==> src/rtl/vga_frame_gen.sv <==
// vga_frame_gen: vertical timing, linear framebuffer fetch and RGB444/sync output aligned to the
// framebuffer read latency. Defining VGA_TEST_PATTERN_EN adds the test_en colour-bar mode.
module vga_frame_gen #(
   parameter int H_RES         = 1280,
   parameter int H_TOTAL       = 1688,
   parameter int V_RES         = 1024,
   parameter int V_FRONT_PORCH = 1,
   parameter int V_SYNC_PULSE  = 3,
   parameter int V_BACK_PORCH  = 38,
   parameter int RD_LAT        = 2
) (
   input  logic        clk,
   input  logic        rst_n,
`ifdef VGA_TEST_PATTERN_EN
   input  logic        test_en,
`endif
   input  logic [10:0] h_count,
   input  logic        h_sync_in,
   input  logic [11:0] pix_data,
   output logic        fb_rd_en,
   output logic [20:0] fb_addr,
   output logic [10:0] v_count,
   output logic        frame_start,
   output logic [3:0]  vga_r,
   output logic [3:0]  vga_g,
   output logic [3:0]  vga_b,
   output logic        vga_hs,
   output logic        vga_vs
);
   localparam int          V_TOTAL  = V_RES + V_FRONT_PORCH + V_SYNC_PULSE + V_BACK_PORCH;
   localparam logic [10:0] H_LAST   = 11'(H_TOTAL - 1);
   localparam logic [10:0] H_ACT    = 11'(H_RES);
   localparam logic [10:0] V_LAST   = 11'(V_TOTAL - 1);
   localparam logic [10:0] V_ACT    = 11'(V_RES);
   localparam logic [10:0] VS_FIRST = 11'(V_RES + V_FRONT_PORCH);
   localparam logic [10:0] VS_END   = 11'(V_RES + V_FRONT_PORCH + V_SYNC_PULSE);

   logic              line_end_p0, frame_end_p0, act_p0, vs_p0, rd_req_p0;
   logic [10:0]       v_count_q, v_count_d;
   logic [20:0]       addr_cnt_q, addr_cnt_d;
   logic [20:0]       fb_addr_q, fb_addr_d;
   logic              fb_rd_en_q, frame_start_q;
   logic [RD_LAT:0]   act_sr_q;
   logic [RD_LAT+1:0] vs_sr_q;
   logic [RD_LAT:0]   hs_sr_q;
   logic [11:0]       rgb_q, rgb_d;

   // Stage 0: decode the incoming column against the current line
   always_comb begin
      line_end_p0  = (h_count == H_LAST);
      frame_end_p0 = line_end_p0 && (v_count_q == V_LAST);
      act_p0       = (h_count < H_ACT) && (v_count_q < V_ACT);
      vs_p0        = (v_count_q >= VS_FIRST) && (v_count_q < VS_END);
`ifdef VGA_TEST_PATTERN_EN
      rd_req_p0    = act_p0 && !test_en;
`else
      rd_req_p0    = act_p0;
`endif
      v_count_d  = v_count_q;
      addr_cnt_d = addr_cnt_q;
      fb_addr_d  = fb_addr_q;
      if (line_end_p0) begin
         v_count_d = frame_end_p0 ? 11'd0 : v_count_q + 11'd1;
      end
      if (act_p0) begin
         fb_addr_d  = addr_cnt_q;
         addr_cnt_d = addr_cnt_q + 21'd1;
      end
      if (frame_end_p0) begin
         addr_cnt_d = '0;
      end
   end

`ifdef VGA_TEST_PATTERN_EN
   function automatic logic [11:0] colour_bar(input logic [2:0] idx);
      return {{4{idx[2]}}, {4{idx[1]}}, {4{idx[0]}}};
   endfunction

   // Column bits ride alongside act so the bar index lines up with the RGB load
   logic [2:0] col_sr_q [RD_LAT+1];
   always_ff @(posedge clk or negedge rst_n) begin
      if (!rst_n) begin
         for (int i = 0; i <= RD_LAT; i++) col_sr_q[i] <= '0;
      end else begin
         col_sr_q[0] <= h_count[10:8];
         for (int i = 1; i <= RD_LAT; i++) col_sr_q[i] <= col_sr_q[i-1];
      end
   end
`endif

   // Output stage: pix_data arrives together with act delayed by RD_LAT+1
   always_comb begin
      rgb_d = '0;
      if (act_sr_q[RD_LAT]) begin
`ifdef VGA_TEST_PATTERN_EN
         rgb_d = test_en ? colour_bar(col_sr_q[RD_LAT]) : pix_data;
`else
         rgb_d = pix_data;
`endif
      end
   end

   always_ff @(posedge clk or negedge rst_n) begin
      if (!rst_n) begin
         v_count_q     <= '0;
         addr_cnt_q    <= '0;
         fb_addr_q     <= '0;
         fb_rd_en_q    <= 1'b0;
         frame_start_q <= 1'b0;
         act_sr_q      <= '0;
         vs_sr_q       <= '0;
         hs_sr_q       <= '0;
         rgb_q         <= '0;
      end else begin
         v_count_q     <= v_count_d;
         addr_cnt_q    <= addr_cnt_d;
         fb_addr_q     <= fb_addr_d;
         fb_rd_en_q    <= rd_req_p0;
         frame_start_q <= frame_end_p0;
         act_sr_q      <= {act_sr_q[RD_LAT-1:0], act_p0};
         vs_sr_q       <= {vs_sr_q[RD_LAT:0], vs_p0};
         // hsync is already one register late upstream, hence one stage shorter
         hs_sr_q       <= {hs_sr_q[RD_LAT-1:0], h_sync_in};
         rgb_q         <= rgb_d;
      end
   end

   assign fb_rd_en    = fb_rd_en_q;
   assign fb_addr     = fb_addr_q;
   assign v_count     = v_count_q;
   assign frame_start = frame_start_q;
   assign vga_r       = rgb_q[11:8];
   assign vga_g       = rgb_q[7:4];
   assign vga_b       = rgb_q[3:0];
   assign vga_hs      = hs_sr_q[RD_LAT];
   assign vga_vs      = vs_sr_q[RD_LAT+1];
endmodule

==> config.mk <==
export PLATFORM = sky130hd
export DESIGN_NAME = vga_frame_gen
export DESIGN_NICKNAME = d
export VERILOG_FILES = /design/src/rtl/vga_frame_gen.sv
export SDC_FILE = /design/constraint.sdc
export NUM_CORES = 1
export LEC_CHECK = 0
export BUFFER_PORTS_ARGS = -buffer_cell sky130_fd_sc_hd__buf_2
export CAP_MARGIN = 20
export CORE_UTILIZATION = 45
export DETAILED_ROUTE_END_ITERATION = 10
export HOLD_SLACK_MARGIN = 0.15
export MAX_ROUTING_LAYER = met4
export PLACE_DENSITY = 0.71
export REMOVE_ABC_BUFFERS = 1
export SYNTH_ARGS = -nofsm -noshare
export SYNTH_HDL_FRONTEND = slang
export SYNTH_SLANG_ARGS = --single-unit
==> constraint.sdc <==
create_clock -name clk -period 1.66 [get_ports clk]
set_input_delay 0.166 -clock clk [delete_from_list [all_inputs] [get_ports clk]]
set_output_delay 0.166 -clock clk [all_outputs]
set_load 0.03 [all_outputs]
### Word level (Yosys, flattened, before mapping)

Cells that the tools add are included.

* input port bits: 26
* bits in registers: 77

* add/sub/neg operators: 2
* eq/ne operators: 2
* reduce and logical (&&, ||, !) cells: 4
* multiplexer cells: 4
* magnitude comparators: 4

Operator list (number)
* $mux 21: 2
* $lt 11x11->1 const B: 3
* $eq 11x11->1 const B: 2
* $add 21x1->21 const B: 1
* $mux 12: 1
* $add 11x1->11 const B: 1
* $ge 11x11->1 const B: 1
* $mux 11: 1
* $logic_and 1x1->1: 3
* $reduce_bool 2->1: 1

### Longest topological paths before layout

* depth after elaboration: 4
* depth in mapped cells: 7
* depth with buffers taken out: 6

### Worst setup path before layout

Ideal clock, no wire load.

* path type: reg-to-reg
* start point: register v_count_q[10] (netlist: v_count[10])
* end point: register addr_cnt_q[13]
* library setup time: 0.077 ns
* cell stages (with the launch flop): 6
* setup slack: -0.064 ns
* data arrival time: 1.647 ns
* period minus slack after synthesis: 1.724 ns
* cells stage by stage: dfrtp_1 -> nand4b_1 -> nand2b_1 -> buf_2 -> or4_1 -> a21oi_1

* longest elaborated chain between the ends: 3

RTL lines
* start: declaration: RTL line 39 `logic [10:0] v_count_q, v_count_d;`
* start signal: assignment: RTL line 115 `v_count_q <= v_count_d;`
* $lt 11x11->1 or $eq 11x11->1 (tied branches): RTL line 52, 51
* $logic_and 1x1->1, on equally long branches: RTL line 52, 51
* $reduce_bool 2->1 (no source line) or $mux 21 (tied branches)
* end signal: assignment: RTL line 116 `addr_cnt_q <= addr_cnt_d;`
* end: declaration: RTL line 40 `logic [20:0] addr_cnt_q, addr_cnt_d;`

Several ways; a longest one is shown, not always the timed one.
A chain may end at the register's enable or synchronous reset.

### Worst setup path after layout

* start point: register addr_cnt_q[0]
* end point: register addr_cnt_q[14]

* longest elaborated chain between the ends: 3

RTL lines
* $add 21x1->21: RTL line 67 `addr_cnt_d = addr_cnt_q + 21'd1;`
* $mux 21: RTL line 65 `if (act_p0) begin`
* $mux 21: RTL line 69 `if (frame_end_p0) begin`

Every way passes these cells. The select of a mux whose other input is x is not followed.

==> metrics.md <==
| Metric | Value |
|---|---|
| Status | `finished clean` |
| Largest net degree at the start of global routing | `35` |
| WP depth | `5` |
| Crit. Startpoint | `addr_cnt_q[0]$_DFFE_PN0P_` |
| Fin crit share | `97.55%` |
| Crit-path cells | `ha_2 > and3b_2 > nand2_2 > or4_4 > a21oi_2` |
| Sw frac | `22.97%` |
| First-pass GRT wire length | `12,130 um` |
| Critical path data arrival time | `1.91 ns` |
| Period minus WS final | `1.619 ns` |
| Num rows | `30` |
| Fillers | `533` |
| Share of the yosys chip area belonging to registers | `58.76%` |
| Setup crit end | `addr_cnt_q[14]$_DFFE_PN0P_` |
| Ports | `74` |
| Clk sink count | `76` |
| Hold Path Class | `input pin to flip-flop` |
| Drt pass-1 iters | `4` |
| Clock power frac | `41.2%` |
| Slew HR | `70.17%` |
| Synthesized cell area | `3237 um2` |
| Worst-Margin Slew | `0.4475 ns` |
| Synth Instances | `272` |
| Delay-heaviest family, CP | `simple AND/OR/NAND/NOR gates` |
| Root buffer cell | `clkbuf_8` |
| Final core utilization | `63.97%` |
| CP peak stage delay | `0.42 ns` |
| Vias in the first global route | `2,666` |
| Pwr dens | `812.1 nW/um2` |
| Sequential share of power | `53.2%` |
| # nets final | `428` |
| Final setup fails | `0` |
| R2R depth | `5` |
| Pleak | `2.177 nW` |
| Layout cell share with drive strength beyond 1 | `42.57%` |
| Clock-pin slew on the worst setup and hold paths | `0.08 ns` |
| Initial Util | `47.12%` |
| Remaining global-route overflow | `0` |
| DRT Wirelength | `7371 um` |
| Pint | `2.749 mW` |
| Area Growth Syn to Fin | `35.76%` |
| TritonCTS clock tree | `done` |
| Async S/R FF share, synth | `100.0%` |
| Power share of the combinational group | `5.6%` |
| Synthesized flop and latch total | `76` |
| Port bufs | `73` |
| Core ar. | `6869 um2` |
| Max_cap viols | `0` |
| DR WL/cell | `14.74 um` |
| Antenna-violating nets left | `0` |
| Die area | `7536 um2` |
| Die X-Extent | `86.81 um` |
| RR Endpoint | `addr_cnt_q[14]$_DFFE_PN0P_` |
| Peak Freq | `617.6 MHz` |
| Average cell area after synthesis | `11.90 um2` |
| Vias per cell | `5.260` |
| Layout Cells excl Fill | `500` |
| Number of enable flip-flop cells after synthesis | `0` |
| RSZ-0062 raised after global routing | `true` |
| Number of DRC markers in iteration 0 | `148` |
| Clock Path Buffers | `2` |
| Crit path max-delay cell type | `or4_4` |
| Reg-to-reg slack, setup | `0.04 ns` |
| Main synth FF type | `dfrtp_1` |
| Clock Latency Late Sink | `0.36 ns` |
| Worst path required time | `1.95 ns` |
| # diodes | `0` |
| Worst r2r src | `addr_cnt_q[0]$_DFFE_PN0P_` |
| Antenna violations before repair | `0` |
| Cell variety after synth | `40` |
| Fin. Hold Viols | `0` |
| Setup_tns | `0 ns` |
| Slew Viols, Final | `0` |
| Vias after detailed routing | `2,630` |
| Worst path bufs/invs | `0` |
| HPWL Detailed | `4813 um` |
| Peak supply drop | `0.0004155 V` |
| TritonCTS Buffers | `9` |
| DRC | `0` |
| RePlAce Congestion | `0.8424` |
| Post-Place Cells | `460` |
| Worst setup EP type | `flip-flop` |
| Clock Skew | `0.006207 ns` |
| Crit Path Max Fanout | `6` |
| Psw | `819.9 uW` |
| Setup crit start kind | `flip-flop` |
| Die H | `86.81 um` |
| Total GRT Usage | `21.73%` |
| Yosys warns | `0` |
| Worst Path Class, Setup | `flip-flop to flip-flop` |
| H-tree levels | `3` |
[kinds of logic (layout without fill, tap and decap cells)]
kind of cell,Yosys count,in the layout,share of synthesized area (%)
compound gates,39,39,7.267
xor+xnor,12,12,3.247
fa+ha+maj,3,3,1.160
buf+inv,18,150,2.358
flops,76,76,58.76
mux,22,22,7.615
simple gates,102,102,19.60
[worst reg2reg max path: stages (launching register included)]
cell,delay (ns)
dfrtp_1,0.39
ha_2,0.21
and3b_2,0.26
nand2_2,0.11
or4_4,0.42
a21oi_2,0.15
[through the flow]
stage          power (mW)  worst slack (ns)  hold slack, ns  instance area, um2
2_1_floorplan       1.985           -0.6767         -0.1296                3187
3_3_place_gp        2.095           0.04561          0.1393                3928
6_report            3.569           0.04072          0.2075                4394
3_5_place_dp        2.100          -0.08754          0.1487                3928
5_1_grt             3.694          -0.03183          0.2510                4394
4_1_cts             3.597           0.01401          0.2022                4310
[routing by layer]
| metal | global-route usage [%] | vias to the layer above | wire length (um) |
|---|---|---|---|
| li1 | - | 1239 | - |
| met1 | 25.65 | 1291 | 3265 |
| met2 | 35.22 | 88 | 3589 |
| met3 | 4.952 | 12 | 353 |
| met4 | 10.30 | 0 | 163 |
| met5 | - | - | 0 |
[state kept, by name, summed over array words and instances, names as in the netlist]
signal	flops
fb_addr	21
addr_cnt_q	21
rgb_q	12
frame_start	1
hs_sr_q	3
v_count	11
vs_sr_q	4
act_sr_q	3
[how the worst min path moves through the flow]
stage | end | depth (start not counted) | start | slack (ns)
2_1_floorplan | act_sr_q[0]$_DFF_PN0_ | 0 | rst_n | -0.13
3_3_place_gp | act_sr_q[2]$_DFF_PN0_ | 1 | rst_n | 0.14
3_5_place_dp | act_sr_q[2]$_DFF_PN0_ | 1 | rst_n | 0.15
4_1_cts | v_count[2]$_DFFE_PN0N_ | 5 | h_count[3] | 0.20
5_1_grt | v_count[2]$_DFFE_PN0N_ | 5 | h_count[5] | 0.25
6_report | v_count[2]$_DFFE_PN0N_ | 5 | h_count[3] | 0.21
[power by group through the flow]
stage / logic [mW] / clock network [mW] / registers (mW)
final: 0.199 / 1.47 / 1.90
after floorplan: 0.0373 / 0 / 1.95
after global placement: 0.163 / 0 / 1.93
after global routing: 0.221 / 1.57 / 1.90
after CTS: 0.198 / 1.50 / 1.90
after detailed placement: 0.166 / 0 / 1.93
[final cells by class]
cell class / instances / area (um2) / area share [%]
clock inverter: 5 / 60.06 / 1.367
inverter: 7 / 26.28 / 0.5980
clock buffer: 11 / 151.4 / 3.445
tap: 96 / 120.1 / 2.733
multi-input combinational: 178 / 1300 / 29.58
timing repair buffer: 127 / 833.3 / 18.96
sequential: 76 / 1903 / 43.31
[Yosys cell counts (2+ instances only)]
| cell type | count | area [um2] |
|---|---|---|
| a21oi_1 | 16 | 80.08 |
| and2_1 | 12 | 75.07 |
| and3_1 | 5 | 31.28 |
| and3b_1 | 2 | 17.52 |
| and4_1 | 4 | 35.03 |
| buf_2 | 7 | 35.03 |
| clkbuf_1 | 4 | 15.01 |
| dfrtp_1 | 76 | 1902 |
| ha_1 | 3 | 37.54 |
| inv_1 | 7 | 26.28 |
| mux2_2 | 21 | 236.5 |
| nand2_1 | 11 | 41.29 |
| nand3_1 | 16 | 80.08 |
| nand4_1 | 5 | 31.28 |
| nand4b_1 | 4 | 35.03 |
| nor2_1 | 12 | 45.04 |
| nor3_1 | 4 | 20.02 |
| nor4_1 | 5 | 31.28 |
| o21ai_0 | 10 | 50.05 |
| o31ai_1 | 8 | 60.06 |
| or3_1 | 4 | 25.02 |
| or4_1 | 8 | 60.06 |
| xnor2_1 | 5 | 43.79 |
| xor2_1 | 7 | 61.31 |
[cell usage in the layout, fill, tap and decap left out, types with 8 or more instances in the layout]
cell type,Yosys,final
a21oi_1,16,13
and2_1,12,12
buf_2,7,72
buf_4,0,39
clkbuf_8,0,11
dfrtp_1,76,75
dlygate4sd3_1,0,14
mux2_2,21,21
nand2_1,11,10
nand3_1,16,16
nor2_1,12,11
o21ai_0,10,10
o31ai_1,8,8
[repair_timing]
item | in CTS | in global routing
gates resized for setup | 1 | 12
setup endpoints to repair | 3 | 10
hold buffers | 14 | 0
gates cloned | 0 | 0
endpoints found under the hold margin | 71 | 0
buffers inserted | 4 | 6
pin swaps | 0 | 2
(Power assumes the default switching activity.)
